==> src/rtl/m_wb_pkg.sv <==
// Shared Wishbone constants and grant encodings for the two-master arbiter.
// Grant values double as the arbiter FSM state encoding.
package m_wb_pkg;

    localparam int WB_ADR_W = 32;
    localparam int WB_DAT_W = 32;
    localparam int WB_SEL_W = 4;

    typedef enum logic [1:0] {
        GNT_IDLE = 2'b00,
        GNT_M0   = 2'b01,
        GNT_M1   = 2'b10
    } gnt_e;

endpackage

==> src/rtl/m_wb_timeout.sv <==
// Bus watchdog: counts stalled strobe cycles, fires a one-cycle forced ACK, keeps a sticky fault flag.
// Latency: forced ACK is combinational in the cycle the count reaches TIMEOUT.
// Backpressure: none; the counter restarts whenever the strobe drops or the slave acks.
module m_wb_timeout #(
    parameter int TIMEOUT = 255,
    parameter int TOW     = $clog2(TIMEOUT + 1)
) (
    input  logic CLK_I,
    input  logic RST_N_I,
    input  logic stb,
    input  logic ack,
    input  logic toclr,
    output logic fack,
    output logic tofault
);

    logic [TOW-1:0] cnt;

    assign fack = stb & ~ack & (cnt == TOW'(TIMEOUT));

    always_ff @(posedge CLK_I) begin
        if (!RST_N_I) begin
            cnt     <= '0;
            tofault <= 1'b0;
        end else begin
            // Clearing on fack keeps cnt at or below TIMEOUT, so it never wraps.
            if (!stb || ack || fack)
                cnt <= '0;
            else
                cnt <= cnt + TOW'(1);

            if (fack)
                tofault <= 1'b1;
            else if (toclr)
                tofault <= 1'b0;
        end
    end

endmodule

==> src/rtl/m_wb_arb2.sv <==
// Two-master Wishbone classic arbiter: registered round-robin grant held for the whole CYC.
// Latency: grant one edge after request; data/ACK paths are combinational, no wait states.
// Backpressure: slave stalls pass straight through; watchdog forces a zero-data ACK after TIMEOUT.
module m_wb_arb2
    import m_wb_pkg::*;
#(
    parameter int TIMEOUT = 255,
    parameter int TOW     = $clog2(TIMEOUT + 1)
) (
    input  logic                CLK_I,
    input  logic                RST_N_I,

    input  logic                M0_CYC_I,
    input  logic                M0_STB_I,
    input  logic                M0_WE_I,
    input  logic [WB_ADR_W-1:0] M0_ADR_I,
    input  logic [WB_DAT_W-1:0] M0_DAT_I,
    input  logic [WB_SEL_W-1:0] M0_SEL_I,
    output logic [WB_DAT_W-1:0] M0_DAT_O,
    output logic                M0_ACK_O,

    input  logic                M1_CYC_I,
    input  logic                M1_STB_I,
    input  logic                M1_WE_I,
    input  logic [WB_ADR_W-1:0] M1_ADR_I,
    input  logic [WB_DAT_W-1:0] M1_DAT_I,
    input  logic [WB_SEL_W-1:0] M1_SEL_I,
    output logic [WB_DAT_W-1:0] M1_DAT_O,
    output logic                M1_ACK_O,

    output logic                CYC_O,
    output logic                STB_O,
    output logic                WE_O,
    output logic [WB_ADR_W-1:0] ADR_O,
    output logic [WB_DAT_W-1:0] DAT_O,
    output logic [WB_SEL_W-1:0] SEL_O,
    input  logic [WB_DAT_W-1:0] DAT_I,
    input  logic                ACK_I,

    output logic [1:0]          gnt,
    output logic                tofault,
    input  logic                toclr
);

    gnt_e state_q;
    gnt_e state_d;
    logic last_q;   // 0: master 0 was granted last, 1: master 1
    logic sel0;
    logic sel1;
    logic fack;

    always_comb begin
        state_d = state_q;
        case (state_q)
            GNT_IDLE: begin
                if (M0_CYC_I && M1_CYC_I)
                    state_d = last_q ? GNT_M0 : GNT_M1;
                else if (M0_CYC_I)
                    state_d = GNT_M0;
                else if (M1_CYC_I)
                    state_d = GNT_M1;
            end
            GNT_M0: begin
                if (!M0_CYC_I)
                    state_d = M1_CYC_I ? GNT_M1 : GNT_IDLE;
            end
            GNT_M1: begin
                if (!M1_CYC_I)
                    state_d = M0_CYC_I ? GNT_M0 : GNT_IDLE;
            end
            default: state_d = GNT_IDLE;
        endcase
    end

    always_ff @(posedge CLK_I) begin
        if (!RST_N_I) begin
            state_q <= GNT_IDLE;
            last_q  <= 1'b1;
        end else begin
            state_q <= state_d;
            if (state_d == GNT_M0)
                last_q <= 1'b0;
            else if (state_d == GNT_M1)
                last_q <= 1'b1;
        end
    end

    assign gnt  = state_q;
    assign sel0 = (state_q == GNT_M0);
    assign sel1 = (state_q == GNT_M1);

    always_comb begin
        CYC_O = 1'b0;
        STB_O = 1'b0;
        WE_O  = 1'b0;
        ADR_O = '0;
        DAT_O = '0;
        SEL_O = '0;
        if (sel0) begin
            CYC_O = M0_CYC_I;
            STB_O = M0_STB_I;
            WE_O  = M0_WE_I;
            ADR_O = M0_ADR_I;
            DAT_O = M0_DAT_I;
            SEL_O = M0_SEL_I;
        end else if (sel1) begin
            CYC_O = M1_CYC_I;
            STB_O = M1_STB_I;
            WE_O  = M1_WE_I;
            ADR_O = M1_ADR_I;
            DAT_O = M1_DAT_I;
            SEL_O = M1_SEL_I;
        end
    end

    // A forced ACK only happens with STB_O high, so it always lands on the granted master.
    assign M0_ACK_O = sel0 & (ACK_I | fack);
    assign M1_ACK_O = sel1 & (ACK_I | fack);
    assign M0_DAT_O = (sel0 && !fack) ? DAT_I : '0;
    assign M1_DAT_O = (sel1 && !fack) ? DAT_I : '0;

    m_wb_timeout #(
        .TIMEOUT (TIMEOUT),
        .TOW     (TOW)
    ) u_timeout (
        .CLK_I   (CLK_I),
        .RST_N_I (RST_N_I),
        .stb     (STB_O),
        .ack     (ACK_I),
        .toclr   (toclr),
        .fack    (fack),
        .tofault (tofault)
    );

endmodule

==> config.mk <==
export PLATFORM = sky130hd
export DESIGN_NAME = m_wb_arb2
export DESIGN_NICKNAME = d
export VERILOG_FILES = /design/src/rtl/m_wb_pkg.sv /design/src/rtl/m_wb_timeout.sv /design/src/rtl/m_wb_arb2.sv
export SDC_FILE = /design/constraint.sdc
export NUM_CORES = 1
export LEC_CHECK = 0
export CORE_AREA = 5 5 119 121
export CTS_CLUSTER_SIZE = 16
export DETAILED_ROUTE_END_ITERATION = 12
export DIE_AREA = 0 0 124 126
export GPL_TIMING_DRIVEN = 0
export HOLD_SLACK_MARGIN = 0.1
export PLACE_DENSITY = 0.66
export SLEW_MARGIN = 30
export SYNTH_ARGS = -nofsm -noshare
export SYNTH_HDL_FRONTEND = slang
export SYNTH_SLANG_ARGS = --single-unit
==> constraint.sdc <==
create_clock -name CLK_I -period 2.5 [get_ports CLK_I]
set_input_delay 0.25 -clock CLK_I [delete_from_list [all_inputs] [get_ports CLK_I]]
set_output_delay 0.25 -clock CLK_I [all_outputs]
set_load 0.03 [all_outputs]
==> results of run 1 <==
==> cells by family after synthesis <==
family / Yosys count / synth area share
xor+xnor: 3 / 0.0142
buf+inv: 32 / 0.0820
simple gates: 99 / 0.369
flops: 12 / 0.130
fa+ha+maj: 2 / 0.0135
mux: 1 / 0.00542
compound gates: 82 / 0.386
==> routing by layer <==
metal,up-vias,track usage,share of wire
li1,1560,-,-
met5,-,0,0.00091
met4,2,0.0232,0.011
met3,14,0.0767,0.12
met2,183,0.312,0.51
met1,1498,0.181,0.36
==> power by group <==
group	total [W]	leakage, nW	internal [W]	switching [W]
Clock	0.000283	0.0370	0.000208	0.0000757
Sequential	0.000202	0.0981	0.000197	0.00000551
Combinational	0.000970	2.13	0.000472	0.000498
==> metrics by stage <==
stage	util	cells
after floorplan	-	231
after global routing	0.390	730
after CTS	0.410	731
after global placement	0.404	724
after detailed placement	0.404	724
final	0.390	731
==> final timing paths <==
check                         from           endpoint  slack [ns]  cells after the start
hold reg to reg   u_timeout.cnt[0]   u_timeout.cnt[0]        0.48                      1
hold / removal    u_timeout.cnt[0]   u_timeout.cnt[0]        0.48                      1
setup / recovery  u_timeout.cnt[1]       M0_DAT_O[16]        0.09                      8
setup reg to reg  u_timeout.cnt[1]  u_timeout.tofault        0.91                      6
==> cell usage after synthesis <==
cell | n | area share
ha_1 | 2 | 0.014
buf_4 | 1 | 0.0041
or3_1 | 2 | 0.0068
nor3_1 | 3 | 0.0081
dfxtp_1 | 12 | 0.13
nor2b_1 | 4 | 0.014
clkbuf_2 | 1 | 0.0027
nand3b_1 | 1 | 0.0041
clkbuf_1 | 22 | 0.045
a2111oi_4 | 1 | 0.015
mux2i_1 | 1 | 0.0054
o21ai_0 | 1 | 0.0027
buf_2 | 3 | 0.0081
nand2b_1 | 2 | 0.0068
o21bai_1 | 1 | 0.0041
a211o_1 | 1 | 0.0047
a22o_1 | 70 | 0.33
buf_6 | 3 | 0.018
nand3b_4 | 1 | 0.011
nand3_1 | 4 | 0.011
and3_1 | 2 | 0.0068
xor2_1 | 2 | 0.0095
o22ai_1 | 2 | 0.0068
xnor2_1 | 1 | 0.0047
inv_1 | 2 | 0.0041
o21a_1 | 3 | 0.012
nand2_1 | 7 | 0.014
a31oi_1 | 1 | 0.0034
a21oi_1 | 2 | 0.0054
and2_1 | 1 | 0.0034
nor3b_1 | 66 | 0.27
nand4_1 | 2 | 0.0068
nor2_1 | 4 | 0.0081
==> cell type report <==
cell class	instances	area (um^2)	area share
Tap cell	176	220	0.0435
Buffer	29	168	0.0331
Antenna cell	1	2.50	0.000495
Sequential cell	12	243	0.0480
Multi-Input combinational cell	187	1470	0.290
Clock buffer	3	75.1	0.0148
Inverter	2	7.51	0.00148
Timing Repair Buffer	321	2880	0.568
==> registers in the layout, summed over array words and instances (netlist names) <==
| name | flops |
|---|---|
| u_timeout.tofault | 1 |
| last_q | 1 |
| u_timeout.cnt | 8 |
| gnt | 2 |
==> repair_timing <==
| action | 4_1_cts | 5_1_grt |
|---|---|---|
| endpoints found under the setup margin | 136 | 66 |
| pin swaps | 2 | 1 |
| gates cloned | 0 | 0 |
| hold buffers | 0 | 0 |
| buffers inserted | 4 | 0 |
| gates resized for setup | 318 | 93 |
==> impl_metrics.toml, run 1 <==
[grt]
grt_pass1_vias = 3530
grt_pass1_wl_um = 20700
grt_start_max_net_pins = 11
antenna_found_initial = 1
grt_overflow_total = 0
grt.total_usage = 0.170

[worst_setup_path]
crit_type = "reg2out"
cp-start-kind = "register"
path_common_cell = "buf_4"
cp.required_ns = 2.25
critPathTopFamily = "buffers and inverters"
worstPathCellList = "ha_4 -> nand4_1 -> a2111oi_4 -> buf_4 -> buf_4 -> clkbuf_4 -> nor3b_1 -> clkdlybuf4s15_2"
cp_data_arrival_time_ns = 2.16
cp_num_buf_inv = 4
max_stage_delay_ns = 0.39
worstPathMaxFanout = 10
critPathCaptureType = "output pin"
cpMaxStageDelayCell = "dfxtp_1"

[clock_tree]
tritoncts = "yes"
clkTransAtPathRegs_ns = 0.04
clkLatencyLatePin_ns = 0.23
clock-sinks = 12
h-tree-depth = 1
cts_buffer_depth = 2
cts_buffers = 3
root_buffer = "clkbuf_16"

[cells_and_area]
fin_area_um2 = 5060
num-fill-cells = 1416
final_cell_mix = "clkdlybuf4s50_1, dlygate4sd2_1, a22o_1, nor3b_1, buf_2"
area_delta_synth_final_pct = 174
nets = 736
final_common_cell = "clkdlybuf4s50_1"
drive_above_1_share = 0.173

[synth]
synth_seq_cells = 12
synthCells = 231
syn_area_per_cell_um2 = 7.99
synth_cell_types = 33
syn-num-nets = 411
ys_warn_count = 0
yosysSeqAreaShare = 0.130
syn_area_um2 = 1850

[floorplan]
std_cell_rows = 42
io_pins = 318
die_y_um = 126
core_um2 = 13000
die_area_um2 = 15600
chipWidth_um = 124
initial_utilization = 0.142

[drt]
drtIter0Drc = 64
drc = 0
vias = 3257
wl_per_cell_um = 19.6
drt_wl_total_um = 14300
via_per_inst = 4.46
drt_first_pass_iters = 5
detail-route-antenna-nets = 0

[pwr]
powerDensity_nw_per_um2 = 288
p_leak_nw = 2.27
fin_total_pwr_w = 0.00146
peakVddDrop_uv = 210

[placement]
dpl.hpwl_um = 12200
numPortBuffers = 317
gp_congestion = 0.905
place_area_um2 = 5240
dp_slack_ns = -0.314

[sta]
hold_ws_ns = 0.478
finalWorstSetupSlack_ns = 0.0924
max_slew_margin = 0.675
fin_skew_ns = 0.00123
finalSetupViolations = 0
fin_crit_ns = 2.41
max_clock_freq_mhz = 415
post-route-period-util = 0.963
setup_tns_ns = 0
slew_viol_final = 0
tightest_slew_ns = 0.488
grt_setup_unrepaired = "yes"
hold_viol = 0

[worst_hold_path]
hold_path_class = "reg2reg"

[flow_run]
cap_violations = 0

[outcome]
status = "finished, final reports clean"
(Power assumes the default switching activity.)
==> run 2, diff against run 1 <==
ABC_CLOCK_PERIOD_IN_PS = 2500   (was default)
==> results of run 2 <==
Same layout as run 1: the final DEF is identical, and so are final timing and power.
